`src/rtl/unified_mem_arbiter_if.sv`:
```
// Bundle of both requester handshakes plus the shared memory bus of the
// unified instruction/data memory arbiter.
interface unified_mem_arbiter_if #(
  parameter int ADDR_W = 32,
  parameter int DATA_W = 32
);
  logic              req0;
  logic              we0;
  logic [ADDR_W-1:0] addr0;
  logic [DATA_W-1:0] wdata0;
  logic              ack0;
  logic              err0;
  logic [DATA_W-1:0] rdata0;

  logic              req1;
  logic              we1;
  logic [ADDR_W-1:0] addr1;
  logic [DATA_W-1:0] wdata1;
  logic              ack1;
  logic              err1;
  logic [DATA_W-1:0] rdata1;

  logic              mem_en;
  logic              mem_we;
  logic [ADDR_W-1:0] mem_addr;
  logic [DATA_W-1:0] mem_wdata;
  logic [DATA_W-1:0] mem_rdata;

  logic              busy;
  logic              owner;

  modport slave (
    input  req0, we0, addr0, wdata0,
    input  req1, we1, addr1, wdata1,
    input  mem_rdata,
    output ack0, err0, rdata0,
    output ack1, err1, rdata1,
    output mem_en, mem_we, mem_addr, mem_wdata,
    output busy, owner
  );

  modport master (
    output req0, we0, addr0, wdata0,
    output req1, we1, addr1, wdata1,
    output mem_rdata,
    input  ack0, err0, rdata0,
    input  ack1, err1, rdata1,
    input  mem_en, mem_we, mem_addr, mem_wdata,
    input  busy, owner
  );
endinterface

```
`src/rtl/unified_mem_arbiter.sv`:
```
// Round-robin arbiter sharing one fixed-latency memory between the CPU (port 0)
// and the loader/debug DMA (port 1); misaligned word accesses complete with err.
module unified_mem_arbiter #(
  parameter int ADDR_W = 32,
  parameter int DATA_W = 32,
  parameter int LAT    = 2
) (
  input  logic                    clk,
  input  logic                    rst,
  unified_mem_arbiter_if.slave    bus
);

  typedef enum logic [1:0] {
    IDLE   = 2'd0,
    ACCESS = 2'd1,
    DONE   = 2'd2
  } state_t;

  localparam logic [3:0] CNT_INIT = 4'(LAT - 1);

  state_t            state_q, state_d;
  logic [3:0]        cnt_q, cnt_d;
  logic              owner_q, owner_d;
  logic              we_q, we_d;
  logic              err_q, err_d;
  logic [ADDR_W-1:0] mem_addr_q, mem_addr_d;
  logic [DATA_W-1:0] mem_wdata_q, mem_wdata_d;
  logic [DATA_W-1:0] rdata0_q, rdata0_d;
  logic [DATA_W-1:0] rdata1_q, rdata1_d;

  logic              grant_port;
  logic              sel_we;
  logic [ADDR_W-1:0] sel_addr;
  logic [DATA_W-1:0] sel_wdata;

  // Winner selection: a lone requester wins, contention goes to the port that
  // was not granted last.
  always_comb begin
    if (bus.req0 && bus.req1) begin
      grant_port = ~owner_q;
    end else begin
      grant_port = bus.req1;
    end
    sel_we    = grant_port ? bus.we1    : bus.we0;
    sel_addr  = grant_port ? bus.addr1  : bus.addr0;
    sel_wdata = grant_port ? bus.wdata1 : bus.wdata0;
  end

  always_comb begin
    state_d     = state_q;
    cnt_d       = cnt_q;
    owner_d     = owner_q;
    we_d        = we_q;
    err_d       = err_q;
    mem_addr_d  = mem_addr_q;
    mem_wdata_d = mem_wdata_q;
    rdata0_d    = rdata0_q;
    rdata1_d    = rdata1_q;

    case (state_q)
      IDLE: begin
        if (bus.req0 || bus.req1) begin
          owner_d     = grant_port;
          we_d        = sel_we;
          mem_addr_d  = sel_addr;
          mem_wdata_d = sel_wdata;
          cnt_d       = CNT_INIT;
          if (sel_addr[1:0] != 2'b00) begin
            err_d   = 1'b1;
            state_d = DONE;
          end else begin
            err_d   = 1'b0;
            state_d = ACCESS;
          end
        end
      end
      ACCESS: begin
        cnt_d = cnt_q - 4'd1;
        if (cnt_q == 4'd0) begin
          // The memory presents read data in the last access cycle only.
          if (!we_q) begin
            if (owner_q) begin
              rdata1_d = bus.mem_rdata;
            end else begin
              rdata0_d = bus.mem_rdata;
            end
          end
          state_d = DONE;
        end
      end
      DONE: begin
        state_d = IDLE;
      end
      default: begin
        state_d = IDLE;
      end
    endcase
  end

  always_ff @(posedge clk or negedge rst) begin
    if (!rst) begin
      state_q     <= IDLE;
      cnt_q       <= 4'd0;
      owner_q     <= 1'b1;
      we_q        <= 1'b0;
      err_q       <= 1'b0;
      mem_addr_q  <= '0;
      mem_wdata_q <= '0;
      rdata0_q    <= '0;
      rdata1_q    <= '0;
    end else begin
      state_q     <= state_d;
      cnt_q       <= cnt_d;
      owner_q     <= owner_d;
      we_q        <= we_d;
      err_q       <= err_d;
      mem_addr_q  <= mem_addr_d;
      mem_wdata_q <= mem_wdata_d;
      rdata0_q    <= rdata0_d;
      rdata1_q    <= rdata1_d;
    end
  end

  // Strobes decode straight from the state flops, so a reset kills them at once.
  assign bus.mem_en    = (state_q == ACCESS);
  assign bus.mem_we    = (state_q == ACCESS) && we_q && (cnt_q == CNT_INIT);
  assign bus.mem_addr  = mem_addr_q;
  assign bus.mem_wdata = mem_wdata_q;

  assign bus.ack0   = (state_q == DONE) && !owner_q;
  assign bus.ack1   = (state_q == DONE) && owner_q;
  assign bus.err0   = (state_q == DONE) && !owner_q && err_q;
  assign bus.err1   = (state_q == DONE) && owner_q && err_q;
  assign bus.rdata0 = rdata0_q;
  assign bus.rdata1 = rdata1_q;

  assign bus.busy  = (state_q != IDLE);
  assign bus.owner = owner_q;

endmodule
```
`src/flat_wrapper.sv`:
```
// flat-port wrapper written by rule: the top's interface ports become plain ports
module unified_mem_arbiter_flat 
#(
  parameter int ADDR_W = 32,
  parameter int DATA_W = 32,
  parameter int LAT    = 2
)
  (clk, rst, bus_req0, bus_we0, bus_addr0, bus_wdata0, bus_req1, bus_we1, bus_addr1, bus_wdata1, bus_mem_rdata, bus_ack0, bus_err0, bus_rdata0, bus_ack1, bus_err1, bus_rdata1, bus_mem_en, bus_mem_we, bus_mem_addr, bus_mem_wdata, bus_busy, bus_owner);
  unified_mem_arbiter_if #(.ADDR_W(ADDR_W), .DATA_W(DATA_W)) bus_i ();
  input  logic clk;
  input  logic rst;
  input wire logic [$bits(bus_i.req0)-1:0] bus_req0;
  input wire logic [$bits(bus_i.we0)-1:0] bus_we0;
  input wire logic [$bits(bus_i.addr0)-1:0] bus_addr0;
  input wire logic [$bits(bus_i.wdata0)-1:0] bus_wdata0;
  input wire logic [$bits(bus_i.req1)-1:0] bus_req1;
  input wire logic [$bits(bus_i.we1)-1:0] bus_we1;
  input wire logic [$bits(bus_i.addr1)-1:0] bus_addr1;
  input wire logic [$bits(bus_i.wdata1)-1:0] bus_wdata1;
  input wire logic [$bits(bus_i.mem_rdata)-1:0] bus_mem_rdata;
  output wire logic [$bits(bus_i.ack0)-1:0] bus_ack0;
  output wire logic [$bits(bus_i.err0)-1:0] bus_err0;
  output wire logic [$bits(bus_i.rdata0)-1:0] bus_rdata0;
  output wire logic [$bits(bus_i.ack1)-1:0] bus_ack1;
  output wire logic [$bits(bus_i.err1)-1:0] bus_err1;
  output wire logic [$bits(bus_i.rdata1)-1:0] bus_rdata1;
  output wire logic [$bits(bus_i.mem_en)-1:0] bus_mem_en;
  output wire logic [$bits(bus_i.mem_we)-1:0] bus_mem_we;
  output wire logic [$bits(bus_i.mem_addr)-1:0] bus_mem_addr;
  output wire logic [$bits(bus_i.mem_wdata)-1:0] bus_mem_wdata;
  output wire logic [$bits(bus_i.busy)-1:0] bus_busy;
  output wire logic [$bits(bus_i.owner)-1:0] bus_owner;
  assign bus_i.req0 = bus_req0;
  assign bus_i.we0 = bus_we0;
  assign bus_i.addr0 = bus_addr0;
  assign bus_i.wdata0 = bus_wdata0;
  assign bus_i.req1 = bus_req1;
  assign bus_i.we1 = bus_we1;
  assign bus_i.addr1 = bus_addr1;
  assign bus_i.wdata1 = bus_wdata1;
  assign bus_i.mem_rdata = bus_mem_rdata;
  assign bus_ack0 = bus_i.ack0;
  assign bus_err0 = bus_i.err0;
  assign bus_rdata0 = bus_i.rdata0;
  assign bus_ack1 = bus_i.ack1;
  assign bus_err1 = bus_i.err1;
  assign bus_rdata1 = bus_i.rdata1;
  assign bus_mem_en = bus_i.mem_en;
  assign bus_mem_we = bus_i.mem_we;
  assign bus_mem_addr = bus_i.mem_addr;
  assign bus_mem_wdata = bus_i.mem_wdata;
  assign bus_busy = bus_i.busy;
  assign bus_owner = bus_i.owner;
  unified_mem_arbiter #(.ADDR_W(ADDR_W), .DATA_W(DATA_W), .LAT(LAT)) u_core (.clk(clk), .rst(rst), .bus(bus_i));
endmodule
```
`config.mk`:
```
export PLATFORM = sky130hd
export DESIGN_NAME = unified_mem_arbiter_flat
export DESIGN_NICKNAME = d
export VERILOG_FILES = /design/src/rtl/unified_mem_arbiter_if.sv /design/src/rtl/unified_mem_arbiter.sv /design/src/flat_wrapper.sv
export SDC_FILE = /design/constraint.sdc
export NUM_CORES = 1
export LEC_CHECK = 0
export BUFFER_PORTS_ARGS = -buffer_cell sky130_fd_sc_hd__buf_2
export CORE_UTILIZATION = 33
export CTS_CLUSTER_SIZE = 25
export DETAILED_ROUTE_END_ITERATION = 6
export GPL_TIMING_DRIVEN = 0
export MAX_ROUTING_LAYER = met4
export PLACE_DENSITY = 0.67
export SYNTH_ARGS = -nofsm -noshare
export SYNTH_HDL_FRONTEND = slang
export SYNTH_SLANG_ARGS = --single-unit
```
`constraint.sdc`:
```
create_clock -name clk -period 1.8 [get_ports clk]
set_input_delay 0 -clock clk [delete_from_list [all_inputs] [get_ports clk]]
set_output_delay 0 -clock clk [all_outputs]
set_load 0.01 [all_outputs]
```
======== Yosys cells after proc, flatten, opt, wreduce, memory -nomap -nowiden ========
Cells that the tools add are included.
cells by class
  bitwise operators ....................... 2
  equality and inequality tests ........... 5
  muxes and demuxes ....................... 11
  add/sub/neg operators ................... 1
  reductions and logical operators ........ 19
operator list
  kind                 number
  $mux 32              2
  $pmux 4 s2           1
  $reduce_and 4->1     2
  $logic_and 1x1->1    7
  $mux 2               3
  $reduce_and 2->1     3
  $reduce_bool 2->1    3
  $eq 4x1->1 const B   1
  $logic_not 4->1      1
  $mux 4               1
  $ne 2x1->1 const B   2
  $pmux 2 s2           1
  $sub 4x1->4 const B  1
  $mux 1               3
  $eq 2x1->1 const B   1
  $eq 2x2->1 const B   1
  $logic_not 2->1      1
  $not 1->1            2
  $logic_not 1->1      1
  $logic_or 1x1->1     1
word-level totals
  output and inout port bits .............. 136
  register bits ........................... 137
  word-level logic and storage cells ...... 47

======== Longest topological paths before layout ========
  word-level depth ........................ 7
  gate-level depth with buffers ........... 7
  gate-level depth less buffers ........... 5

======== Worst setup path before layout ========
OpenSTA, ideal clock, no wires.
  path kind ............................... register to register
  from .................................... reg u_core.cnt_q[0]
  to ...................................... reg u_core.rdata0_q[0], in the netlist u_core.bus.rdata0[0]
  path slack .............................. -176 ps
  data required time ...................... 1675 ps
  buffers on the path ..................... 2
  library setup time ...................... 125 ps
  cell stages (with the launch flop) ...... 8
  data arrival time ....................... 1851 ps
  path through ............................ dfrtp_1 inv_1 ha_1 nand3b_4 or4b_1 buf_2 buf_6 mux2_4
between the ends
  cells in the longest elaborated chain, start to end .. 2
ends and longest elaborated chain
  element                            line                        source
  from (decl)                        unified_mem_arbiter.sv:22   logic [3:0] cnt_q, cnt_d;
  from (signal assigned)             unified_mem_arbiter.sv:113  cnt_q <= cnt_d;
  $logic_not 4->1                    unified_mem_arbiter.sv:79   if (cnt_q == 4'd0) begin
  $reduce_and 4->1 (no source line)  -
  to (signal assigned)               unified_mem_arbiter.sv:119  rdata0_q <= rdata0_d;
  to (decl)                          unified_mem_arbiter.sv:28   logic [DATA_W-1:0] rdata0_q, rdata0_d;
No other way between the ends.
A chain may end at the register's enable or synchronous reset.

======== Worst setup path in the final report ========
  from .................................... reg u_core.cnt_q[0]
  to ...................................... reg u_core.rdata0_q[28], in the netlist u_core.bus.rdata0[28]
The elaborated chain is that of the path after synthesis.

==> out/results.txt <==
The run finished, with violations left. The checks that failed: DRC, setup timing. The fmax is 0.5143 GHz. STA puts the critical path data arrival time at 2.25 ns. The CTS H-tree depth came out at 4. Counting along the longest clock path gives a buffer depth of 2. Once the floorplan was initialized, standard cells occupied 33.92% of the core. The number of remaining DRC errors is 35. The critical path capture point type was a flip-flop.

TritonCTS built the clock tree. Once detail routing completed, the nets flagged for antenna violations numbered 0. The XOR/XNOR share of the synthesized area works out to 0.2855%. From bottom edge to top edge, the die measures 138.3 um.

Summing the areas of all fa, ha and maj instances in the mapped netlist gives 0.4079% of the synthesized area. The run gives 18090 um^2 as the placeable core area. The startpoint of the worst register-to-register path is u_core.cnt_q[0]. The final layout contains routed wiring with a total length of 19810 um.

The die covers 19140 um^2. For this design the ratio of total power to cell area is 1446 nW/um^2. The clock slew seen by the registers of the worst setup and hold paths was 0.06 ns. 0 antenna diodes ended up in the layout.

Dividing the detail-routed wire length by the instance count gives 17.33 um. The logs give 691.7 uV for the worst-case vdd ir drop and 174 for the initial DRC count. After synthesis, the largest family of logic cells by area is multiplexers. Of all nets on the critical path, the largest fanout is 8. The run gives 55.90% as the sequential cell area fraction in the yosys report. Setup violations remaining at the end of the flow were counted as 46. For this design the static power due to leakage is 5.304 nW. In the finished design, the share of the clock period the worst path needs comes to 108.0%.

For the final number of max-transition violations, the log shows 0. The transition time at the pin with the least slew margin is 0.5568 ns. sky130_fd_sc_hd__dfrtp_1 takes more of the synthesized area than any other cell. The final setup slack of the worst path was -0.1443 ns. The first global-routing pass estimated 30640 um of wire. The net count of the finished layout is 1069. The first detailed-routing pass took 6 iterations.

The tightest hold path in the finished design has a slack of 0.08109 ns. The run gives 17 as the number of buffers added by the clock tree synthesis step. The floorplan has 49 rows. Classification of the worst-slack hold path: in -> async.

For the yosys synthesis warning count, the log shows 0. The placed wire-length estimate after detailed placement is 11190 um, and the share of synthesized cell area in and, or, nand and nor gates is 2.223%. The flip-flop and latch count after synthesis works out to 137.

Setup repair after global routing could not meet its margin everywhere. The setup path with the least slack is of type reg -> reg. The mux contribution to synthesized area is 37.79%, and the ratio of cells with drive above 1 in the final layout is 63.13%. In the post-synthesis netlist, the biggest area contributors are sky130_fd_sc_hd__dfrtp_1, sky130_fd_sc_hd__mux2_2, sky130_fd_sc_hd__mux2_4, sky130_fd_sc_hd__buf_2, sky130_fd_sc_hd__clkbuf_1.

The share of flip-flops with an asynchronous set or reset after synthesis was 100.0%. Total global-route track usage: 21.44%. The worst setup path is launched from a flip-flop.

The number of hold violations in the final report was 0. The die outline width is 138.3 um. Synthesis produced a netlist with a net count of 565. For the I/O pin count, the log shows 302.

The synthesized netlist devotes 1.142% of its cell area to compound gates. The post-synthesis cell area was 6135 um^2; the total via count after detailed routing was 5291. Launch point of the worst path: u_core.cnt_q[0].

The clock reaches the later pin of the worst-skew pair after 0.42 ns. Mean instance size in the synthesized netlist: 15.45 um^2. The count of buffers from port buffering was 301.

The total congestion overflow after global routing is 0. The root cell of the clock tree was sky130_fd_sc_hd__clkbuf_16. For this run, the leading register cell type out of synthesis is sky130_fd_sc_hd__dfrtp_1.

The critical path data required time came out at 2.10 ns. The number of distinct library cells after synthesis is 32, and the area added between synthesis and finish is 74.69%. Using the TritonRoute via totals, the vias-per-cell ratio works out to 4.629.

For the finished layout, the period the worst path requires is 1.944 ns. The initial antenna violation count was 0. The clock net in this run drives a total of 137 sinks. Number of standard cells after synthesis: 397. The relative slew slack was 62.80%; the portion of synthesized cell area occupied by the leading cell type was 55.48%.

The design draws 15.50 mW. On the final layout, the worst clock skew is 0.01057 ns. The pin count of the biggest net entering global routing came out at 97. The synthesized design contains 0 enable-type register cells. The logs give 0.7883 for the global placer's final weighted congestion and 0 for the reported max-cap violation count. The number of global-route vias before repair was 5882.
## layout by cell type (no fill, tap or decap), types with 2 or more instances in the layout
cell                            Yosys  routed
sky130_fd_sc_hd__dfrtp_1          136     136
sky130_fd_sc_hd__mux2_2           163     162
sky130_fd_sc_hd__o22ai_1            2       2
sky130_fd_sc_hd__a21oi_1            2       2
sky130_fd_sc_hd__o21ai_0            2       2
sky130_fd_sc_hd__nor2_1             8       6
sky130_fd_sc_hd__buf_4              0      13
sky130_fd_sc_hd__nor2_2             0       2
sky130_fd_sc_hd__inv_2              0       2
sky130_fd_sc_hd__buf_16             0       4
sky130_fd_sc_hd__clkbuf_2           0       2
sky130_fd_sc_hd__clkbuf_16          0      20
sky130_fd_sc_hd__bufinv_16          0       5
sky130_fd_sc_hd__nand2b_1           2       2
sky130_fd_sc_hd__and2_1             2       2
sky130_fd_sc_hd__nand2_1            2       2
sky130_fd_sc_hd__clkbuf_4           0       5
sky130_fd_sc_hd__nor3_1             2       2
sky130_fd_sc_hd__mux2_4            30      33
sky130_fd_sc_hd__buf_6              3       7
sky130_fd_sc_hd__dlygate4sd3_1      0     166
sky130_fd_sc_hd__clkbuf_1           9       3
sky130_fd_sc_hd__buf_12             0       6
sky130_fd_sc_hd__clkinv_4           0       4
sky130_fd_sc_hd__buf_2             11     300
sky130_fd_sc_hd__inv_1              4       2
## per-stage QoR
step / cells / util (%) / setup TNS [ns] / instance area, um^2 / setup WS, ns
after floorplan: 397 / - / -3.344 / 6150 / -0.1115
after global placement: 927 / 43.92 / -212.75 / 7943 / -1.276
after detailed placement: 928 / 44.10 / -42.18 / 7976 / -0.4708
after CTS: 1138 / 58.33 / -8.228 / 10550 / -0.1177
after global routing: 1143 / 59.25 / -8.760 / 10720 / -0.1887
final: 1143 / 59.25 / -4.166 / 10720 / -0.1443
## final timing paths
| kind | endpoint | slack (ns) | cells past startpoint |
|---|---|---|---|
| worst min-delay path | u_core.bus.rdata0[22] | 0.08 | 2 |
| worst max register to register | u_core.bus.rdata0[28] | -0.14 | 7 |
| max in group asynchronous | u_core.bus.owner | 0.89 | 3 |
| min in group clk | u_core.bus.rdata0[26] | 0.36 | 3 |
| worst max-delay path | u_core.bus.rdata0[28] | -0.14 | 7 |
| worst min register to register | u_core.bus.mem_wdata[1] | 0.50 | 1 |
## report_power, final
group	internal, mW	switching (mW)	leakage [nW]
clock network	2.48	1.39	0.314
logic	3.54	2.80	3.33
registers	4.50	0.787	1.66
total	10.5	4.98	5.30
## timing repair
action                     in CTS  in global routing
hold endpoints to repair      267                  0
setup buffers                   9                  2
resized for setup              41                 22
setup endpoints to repair     133                131
gates cloned                    3                  3
hold buffers                  166                  0
pin swaps                       3                  0
## Yosys cell counts, types with 2 or more instances
cell type	n
sky130_fd_sc_hd__mux2_2	163
sky130_fd_sc_hd__dfrtp_1	136
sky130_fd_sc_hd__mux2_4	30
sky130_fd_sc_hd__buf_2	11
sky130_fd_sc_hd__clkbuf_1	9
sky130_fd_sc_hd__nor2_1	8
sky130_fd_sc_hd__inv_1	4
sky130_fd_sc_hd__buf_6	3
sky130_fd_sc_hd__a21oi_1	2
sky130_fd_sc_hd__and2_1	2
sky130_fd_sc_hd__ha_1	2
sky130_fd_sc_hd__mux2_1	2
sky130_fd_sc_hd__nand2_1	2
sky130_fd_sc_hd__nand2b_1	2
sky130_fd_sc_hd__nor3_1	2
sky130_fd_sc_hd__o21ai_0	2
sky130_fd_sc_hd__o22ai_1	2
## registers in the layout (all words and copies together) (netlist names)
name and cells:
u_core.err_q 1, u_core.we_q 1, u_core.bus.rdata1 32, u_core.bus.mem_addr 32, u_core.bus.mem_wdata 32, u_core.bus.rdata0 32, u_core.cnt_q 4, u_core.state_q 2
u_core.bus.owner 1
## layout make-up
| cell class | count | area, um^2 |
|---|---|---|
| Buffer | 23 | 265.3 |
| Clock inverter | 13 | 217.7 |
| Timing Repair Buffer | 485 | 3446 |
| Clock buffer | 19 | 432.9 |
| Sequential cell | 137 | 3430 |
| Tap cell | 229 | 286.5 |
| Inverter | 4 | 15.01 |
| Multi-Input combinational cell | 233 | 2624 |
| Fill cell | 1391 | 7370 |
## layer usage
layer | global-route usage (%) | routed length [um] | vias up
li1 | - | - | 2434
met1 | 22.72 | 7709 | 2558
met2 | 36.60 | 10160 | 222
met3 | 4.641 | 942 | 77
met4 | 13.19 | 1000 | 0
met5 | - | 0 | -
## worst max-delay path, cell delays in order, from the launching register on
cell                       delay, ns
sky130_fd_sc_hd__dfrtp_1        0.39
sky130_fd_sc_hd__inv_2          0.08
sky130_fd_sc_hd__ha_4           0.15
sky130_fd_sc_hd__nand3b_4       0.08
sky130_fd_sc_hd__or4b_4         0.51
sky130_fd_sc_hd__buf_12         0.18
sky130_fd_sc_hd__buf_16         0.15
sky130_fd_sc_hd__mux2_4         0.30
## cell families (layout without fill, tap and decap cells)
group | Yosys count | after routing
AOI/OAI and AO/OA | 11 | 11
xor gates and xnor gates | 2 | 2
muxes | 196 | 196
buffers and inverters | 27 | 544
adders and majority gates | 2 | 2
and+or+nand+nor | 22 | 22
DFF | 137 | 137
No activity file was read; power rests on OpenSTA's default activity.
